`config.mk`:
```
export PLATFORM = sky130hd
export DESIGN_NAME = serial_sub_ctrl
export DESIGN_NICKNAME = d
export VERILOG_FILES = /design/src/rtl/serial_sub_pkg.sv /design/src/rtl/full_sub.sv /design/src/rtl/serial_sub_ctrl.sv
export SDC_FILE = /design/constraint.sdc
export NUM_CORES = 1
export LEC_CHECK = 0
export ABC_CLOCK_PERIOD_IN_PS = 3100
export BUFFER_PORTS_ARGS = -buffer_cell sky130_fd_sc_hd__buf_4
export CAP_MARGIN = 10
export CORE_MARGIN = 1
export CORE_UTILIZATION = 40
export DETAILED_ROUTE_END_ITERATION = 8
export HOLD_SLACK_MARGIN = 0.15
export PLACE_DENSITY = 0.6
export SLEW_MARGIN = 20
export SYNTH_ARGS = -nofsm -noshare
export SYNTH_HDL_FRONTEND = slang
export SYNTH_SLANG_ARGS = --single-unit
```
`constraint.sdc`:
```
create_clock -name clk -period 3.1 [get_ports clk]
set_input_delay 0.465 -clock clk [delete_from_list [all_inputs] [get_ports clk]]
set_output_delay 0.465 -clock clk [all_outputs]
set_load 0.005 [all_outputs]
```
`src/rtl/serial_sub_pkg.sv`:
```
// Shared types and limits for the bit-serial subtract controller.
package serial_sub_pkg;

  typedef enum logic [1:0] {
    IDLE,
    RUN,
    DONE
  } sub_state_e;

  localparam int SUB_WIDTH_MIN = 2;
  localparam int SUB_WIDTH_MAX = 64;

endpackage

```
`src/rtl/full_sub.sv`:
```
// 1-bit full subtractor: d = a - b - c, bo is the borrow out.
module full_sub (
  input  logic a,
  input  logic b,
  input  logic c,
  output logic d,
  output logic bo
);

  assign d  = a ^ b ^ c;
  assign bo = (~a & (b | c)) | (b & c);

endmodule

```
`src/rtl/serial_sub_ctrl.sv`:
```
// Bit-serial a - b - bin, LSB first, through one full_sub cell.
// Result and final borrow are registered and only change on entry to DONE.
module serial_sub_ctrl
  import serial_sub_pkg::*;
#(
  parameter int WIDTH = 8
) (
  input  logic             clk,
  input  logic             rst_n,
  input  logic             start,
  input  logic [WIDTH-1:0] a,
  input  logic [WIDTH-1:0] b,
  input  logic             bin,
  output logic             busy,
  output logic             done,
  output logic [WIDTH-1:0] diff,
  output logic             bout
);

  localparam int CNT_W = $clog2(WIDTH);
  localparam logic [CNT_W-1:0] LAST_BIT = CNT_W'(WIDTH - 1);

  if (WIDTH < SUB_WIDTH_MIN || WIDTH > SUB_WIDTH_MAX) begin : g_bad_width
    $error("serial_sub_ctrl: WIDTH %0d outside legal range", WIDTH);
  end

  sub_state_e       state;
  logic [WIDTH-1:0] a_sr;
  logic [WIDTH-1:0] b_sr;
  logic [WIDTH-1:0] diff_sr;
  logic             borrow;
  logic [CNT_W-1:0] cnt;
  logic             cell_d;
  logic             cell_bo;

  full_sub u_cell (
    .a  (a_sr[0]),
    .b  (b_sr[0]),
    .c  (borrow),
    .d  (cell_d),
    .bo (cell_bo)
  );

  // The last RUN cycle writes the completed word straight into diff, so
  // the visible outputs never see a partially shifted value.
  always_ff @(posedge clk or negedge rst_n) begin
    if (!rst_n) begin
      state   <= IDLE;
      a_sr    <= '0;
      b_sr    <= '0;
      diff_sr <= '0;
      borrow  <= 1'b0;
      cnt     <= '0;
      busy    <= 1'b0;
      done    <= 1'b0;
      diff    <= '0;
      bout    <= 1'b0;
    end else begin
      case (state)
        IDLE: begin
          if (start) begin
            a_sr    <= a;
            b_sr    <= b;
            borrow  <= bin;
            diff_sr <= '0;
            cnt     <= '0;
            busy    <= 1'b1;
            state   <= RUN;
          end
        end
        RUN: begin
          a_sr    <= a_sr >> 1;
          b_sr    <= b_sr >> 1;
          diff_sr <= {cell_d, diff_sr[WIDTH-1:1]};
          borrow  <= cell_bo;
          if (cnt == LAST_BIT) begin
            diff  <= {cell_d, diff_sr[WIDTH-1:1]};
            bout  <= cell_bo;
            done  <= 1'b1;
            state <= DONE;
          end else begin
            cnt <= cnt + 1'b1;
          end
        end
        DONE: begin
          done  <= 1'b0;
          busy  <= 1'b0;
          state <= IDLE;
        end
        default: begin
          state <= IDLE;
        end
      endcase
    end
  end

endmodule

```
==> results.md, run 1 <==
- Status: complete, no violations
- Reg clk slew, reported paths: approximately 0.070 ns
- CTS Hold Buffers Added: 0
- Post-Syn Area: approximately 0.0017 sq mm
- Die area: 0.004609 sq mm
- Maximum vdd drop: 421.8 uV
- Initial antenna violation count: 0
- Post-synthesis register bit count: 40
- Area share of the largest cell type after synthesis: 57.64%
- CTS sink count: 40
- Worst path required time: 3.27 ns
- Setup violators final: 0
- CP arrival: approximately 2 ns
- Clock Latency Late Sink: 0.29 ns
- Layout cells sized above 1: about a quarter
- Clk root buf: clkbuf_8
- Iter 0 DRT Violations: 63
- Antenna diodes: 0
- Top cells by area, synth: dfrtp_1, o22ai_1, a21oi_1, mux2_2, a22o_1
- Sequential share of the synthesized area: 57.64%
- Post-CTS Setup Bufs: 0
- Final hold vios: 0
- Worst Setup End Kind: register
- Mapped Cells: roughly 150
- Avg WL per Cell: about 15 microns
- CTS tree: yes
- Total GRT Usage: between 10% and 20%
- Worst slew pin tran: approximately 0.88 ns
- Clock power share: 17.5%
- Ports: 31
- # rows: 23
- Syn-to-layout area delta: 17.00%
- H-tree depth: 2
- Nets: 200
- Fin crit period: about 1.8 ns
- CP startpoint kind: register
- Cts bufs inserted: 5
- Placed cells: 220
- Final core utilization: around half
- Fraction of registers with async set/reset: 100.0%
- Placer Congestion: 0.7177
- FILL cells: between 300 and 400
- Post-synth EDFFs: 0
- Vias in the first global route: 1305
- Share of power burned in registers: 47.2%
- Combinational power share: 35.2%
- Sequence of cells on the critical path: ha_1, ha_1, nand3b_1, mux2_2
- Total number of vias: about 1.3k
- Switch share: 34.47%
- Count leader, synth: dfrtp_1
- Mapped Avg Cell Area: ~11 sq um
- CP max stage cell: nand3b_1
- Post-CTS Resized: 0
- Highest clock rate: 543.0 MHz
- Hpwl dp: between 2 and 2.5 mm
- Chip height: a little under 70 microns
- Post-DRT Antenna Nets: 0
- Final wirelength: approximately 3.5 mm
- Internal Pwr Total: 1.298 mW
- Syn nets: roughly 180
- Via density per instance: approximately 5.6
- Drc violations: 0
- Warnings from Yosys: 0
- Clock skew: roughly 0.0042 ns
- Max clock buf depth: 2
- CP Class: reg -> reg
- Max Cap Violations: 0
- Placeable Area: between 0.004 and 0.005 sq mm
- Top cell by count, worst path: ha_1
- Buffers on Ports: 30
- Cell Pwr Density: 974.9 mW/mm^2
- Synth top cells by count: dfrtp_1, o22ai_1, a21oi_1, o21ai_0, mux2_2
- CP peak stage delay: 0.44 ns
- Hold Crit Class: in -> async
- Effective utilization at floorplan: 42.50%
- Max Slew Vio Count: 0
- Setup TNS: 0 ns
- Pin count of the biggest net entering global routing: between 40 and 50
- Finished Layout Cells: about 230
- 1st-pass router iterations: 4
- First-pass GRT wire length: around 5.9 mm
- Post-synth top area cell: dfrtp_1
- Congestion Overflow GR: 0
- Crit-path max FO: 11
- Die W: 67.89 microns
- Sw power: ~0.7 mW
- Leak: 0.9162 nW
- Slew headroom: about two fifths
- Post-synth top flop: dfrtp_1
- Netlist cell types: 26
- Final period util: 59.41%
- RSZ-0062 raised after global routing: false
[state kept, by name (all words and copies together) (netlist names)]
name / cells
a_sr: 8
b_sr: 8
diff_sr: 7
state: 2
busy: 1
cnt: 3
borrow: 1
done: 1
bout: 1
diff: 8
[final cells by class]
cell class              instances  area (sq um)  area share, %
repair buffers                 30         225.2          11.08
multi-input cells              95         634.4          31.22
flip-flops and latches         40          1001          49.26
clock buffers                   8         90.09          4.433
well taps                      50         62.56          3.079
inverters                       5         18.77         0.9236
[kinds of logic (layout without fill, tap and decap cells)]
| family | Yosys count | in the layout | share of synthesized area, % |
|---|---|---|---|
| muxes | 8 | 8 | 5.188 |
| adders and majority gates | 3 | 3 | 2.593 |
| DFF | 40 | 40 | 57.64 |
| AOI/OAI and AO/OA | 68 | 68 | 23.99 |
| and+or+nand+nor | 16 | 16 | 4.755 |
| buffers and inverters | 18 | 43 | 5.835 |
[worst paths after layout]
check / end / slack (ns) / cells after the start / startpoint
setup reg to reg: diff[1] / 1.26 / 4 / cnt[0]
hold / removal: cnt[2] / 0.15 / 1 / rst_n
max in group asynchronous: a_sr[5] / 2.61 / 1 / rst_n
min in group clk: b_sr[7] / 0.42 / 3 / b[7]
hold reg to reg: diff[2] / 0.51 / 1 / diff[2]
setup / recovery: diff[1] / 1.26 / 4 / cnt[0]
[cell usage in the layout (no fill, tap or decap), drive strengths merged, types with 2 or more instances in the layout]
cell,n
mux2,8
o22ai,28
o21ai,10
nand2b,2
a21oi,20
dfrtp,40
inv,5
a22o,6
clkbuf,8
a22oi,2
nor2,3
ha,2
buf,30
nand2,7
[stage by stage]
stage	power, mW	cell area [sq um]	setup slack (ns)	hold WS (ns)
3_5_place_dp	1.656	1942	1.233	0.4699
2_1_floorplan	1.427	1737	1.453	0.1694
5_1_grt	2.160	2032	1.138	0.1716
3_3_place_gp	1.610	1942	1.342	0.4676
4_1_cts	2.010	2032	1.221	0.1528
6_report	1.981	2032	1.258	0.1453
[critical path: cells and delay by family, from the launching register on]
family,cells,cell delay (ns)
DFF,1,0.41
adders and majority gates,2,0.48
muxes,1,0.40
and+or+nand+nor,1,0.44
[metal layers]
metal | GRT usage, % | vias to the layer above | share of wire [%]
li1 | - | 617 | -
met1 | 20.97 | 622 | 44
met2 | 29.70 | 43 | 49
met3 | 5.167 | 6 | 4.9
met4 | 8.594 | 0 | 1.3
met5 | 0 | - | 0
[power by group through the flow]
stage | Combinational, mW | Sequential, mW | Clock (mW)
4_1_cts | 0.713 | 0.937 | 0.360
3_5_place_dp | 0.710 | 0.946 | 0
5_1_grt | 0.808 | 0.970 | 0.381
2_1_floorplan | 0.530 | 0.897 | 0
3_3_place_gp | 0.677 | 0.933 | 0
6_report | 0.698 | 0.936 | 0.347
Note: power is estimated with default switching activity, not from simulation.
==> run 2: changes to the inputs <==
Settings changed: ABC_AREA set to 1, ABC_CLOCK_PERIOD_IN_PS 3100 to 1610, PLACE_DENSITY 0.6 to 0.62.
Clock period 3.1 ns to 1.61 ns, I/O delays scaled along.
==> results.md, run 2 <==
- Combinational power share: 40.6%
- DP Worst Slack: ~0.19 ns
- Total GRT Usage: 17.27%
- Max clock buf depth: 2
- Worst slew pin tran: a little under 0.5 ns
- Post-CTS Setup Bufs: 0
- Most common cell after layout, fill and taps aside: nand2_1
- Max Cap Violations: 0
- Mapped Cells: 230
- CTS tree: yes
- Pin count of the biggest net entering global routing: between 40 and 50
- Placeable Area: between 0.004 and 0.005 sq mm
- Top Registers: a_sr x8, b_sr x8, diff x8
- Total number of vias: roughly 1.5k
- Initial antenna violation count: 0
- CP peak stage delay: between 0.4 and 0.5 ns
- Post-synth EDFFs: 0
- H-tree depth: 2
- Congestion Overflow GR: 0
- Drc violations: 4
- Clock skew: roughly 0.0048 ns
- Post-Layout Inst Area: ~0.0023 sq mm
- Buf+Inv Stages, Crit Path: 2
- Final setup margin: around 0.2 ns
- Fraction of registers with async set/reset: 100.0%
- Failing checks: design-rule violations
- Reg clk slew, reported paths: approximately 0.08 ns
- Ports: 31
- Internal Pwr Total: roughly 2.7 mW
- Top cell by count, worst path: nand3_1
- Post-Syn Area: about 0.0019 sq mm
- Maximum vdd drop: between 600 and 700 uV
- Warnings from Yosys: 0
- Max Slew Vio Count: 0
- Share of power burned in registers: between 40 and 50%
- Clock Latency Late Sink: 0.29 ns
- Slew headroom: roughly two thirds
- Cts bufs inserted: 5
- CP startpoint kind: register
- Clock power share: approximately a fifth
- Post-CTS Resized: 0
- Post-DRT Antenna Nets: 0
- Cell family with the largest share of critical-path delay: buffers and inverters
- Crit-path max FO: 18
- Placed inst area: 0.002145 sq mm
- CP max stage cell: dfrtp_1
- Switch share: 37.45%
- Iter 0 DRT Violations: between 100 and 150
- Post-synthesis register bit count: 40
- Worst Setup End Kind: register
- Avg WL per Cell: 11.60 microns
- Area share of the largest cell type after synthesis: 52.98%
- Netlist cell types: 18
- Post-synth top flop: dfrtp_1
- RSZ-0062 raised after global routing: false
- Worst path required time: around 1.8 ns
- Sw power: around 1.6 mW
- Synth top cells by count: nand2_1, nand3_1, inv_1, dfrtp_1, o21ai_0
- CTS Hold Buffers Added: 1
- # rows: 24
- Mapped Avg Cell Area: slightly above 8 sq um
- 1st-pass router iterations: 6
- Effective utilization at floorplan: between 40% and 50%
- Sequential share of the synthesized area: between 50% and 60%
- Hold Slack: 0.1568 ns
- Count leader, synth: nand2_1
- Clk root buf: clkbuf_8
- Leading cell types in the layout, fill and taps excluded: nand2_1, nand3_1, inv_1, dfrtp_1, buf_4
- Setup TNS: 0 ns
- Final wirelength: about 3.6 mm
- Finished Layout Cells: 314
- Setup violators final: 0
- Final period util: slightly below 90%
- Top cells by area, synth: dfrtp_1, nand3_1, nand2_1, inv_1, o21ai_0
- Buffers on Ports: 30
- Placed cells: roughly 310
- Vias in the first global route: roughly 1.5k
- Post-synth top area cell: dfrtp_1
- Chip height: ~71 microns
- Sequence of cells on the critical path: inv_1, buf_4, nand3_1, nand3_1, nand2_1
- First-pass GRT wire length: between 6 and 7 mm
- Via density per instance: around 5
- Antenna diodes: 0
- CTS sink count: 40
- Placer Congestion: between 0.7 and 0.8
- Fin crit period: between 1 and 1.5 ns
- Final hold vios: 0
- Status: finished with violations
- Syn-to-layout area delta: 19.93%
- FILL cells: 450
- FF+latch area: about 0.0010 sq mm
- Die W: ~71 microns
- Nets: about 280
- Area of the multi-input gates: about 670 sq um
- Leak: about 1.2 nW
- Hpwl dp: 2.488 mm
- Syn nets: 253
- Layout cells sized above 1: 18.32%
- Die area: 0.005002 sq mm
- Cell Pwr Density: 1893 mW/mm^2
- Hold Crit Class: in -> reg
- CP Class: reg -> reg
- Highest clock rate: 709.1 MHz
- CP arrival: around 1.6 ns
==> run 2: final timing paths <==
kind                                  from         end  slack, ns  cells after the start
worst min-delay path                  a[7]     a_sr[7]       0.16                      3
min in group asynchronous            rst_n     diff[3]       0.46                      2
worst min register to register  diff_sr[6]  diff_sr[5]       0.48                      2
worst max register to register    state[1]      cnt[0]       0.20                      5
worst max-delay path              state[1]      cnt[0]       0.20                      5
max in group asynchronous            rst_n     b_sr[3]       0.81                      2
==> run 2: layout make-up <==
cell class                 count  share of cell area, %
clock buffer                   5                  3.037
clock inverter                 3                  1.877
inverter                      42                  6.957
multi-input combinational    137                  29.38
sequential                    40                  44.17
tap                           52                  2.871
timing repair buffer          35                  11.71
==> run 2: cells by family (layout without fill, tap and decap cells) <==
kind of cell | after synthesis | in the layout | share of synthesized area (%)
AO/OA/AOI/OAI | 19 | 19 | 5.033
AND/OR/NAND/NOR | 115 | 115 | 27.81
adder cells (fa/ha/maj) | 3 | 3 | 2.384
buffers and inverters | 53 | 85 | 11.79
flip-flops | 40 | 40 | 52.98
==> run 2: per-stage QoR <==
step                      utilization [%]  total power [mW]
final                               50.99             4.289
after floorplan                         -             2.976
after global placement              48.25             3.490
after global routing                50.99             4.728
after detailed placement            48.25             3.530
after CTS                           50.99             4.357
==> run 2: layer usage <==
layer  GRT usage (%)  routed length [microns]  up-vias
met5               0                        0        -
met4           5.778                       28        0
met3           4.416                      151        4
met2           27.99                     1744       33
met1           22.66                     1719      706
li1                -                        -      782
==> run 2: worst reg2reg max path, cell delays in order (launching register included) <==
cell and delay (ns):
dfrtp_1 0.41, inv_1 0.20, buf_4 0.27, nand3_1 0.22
nand3_1 0.14, nand2_1 0.06
==> run 2: power by group through the flow <==
| stage | combinational [mW] | sequential, mW | clock [mW] |
|---|---|---|---|
| 2_1_floorplan | 1.25 | 1.72 | 0 |
| 3_3_place_gp | 1.74 | 1.75 | 0 |
| 3_5_place_dp | 1.76 | 1.77 | 0 |
| 4_1_cts | 1.78 | 1.75 | 0.827 |
| 5_1_grt | 2.05 | 1.81 | 0.863 |
| 6_report | 1.74 | 1.75 | 0.801 |
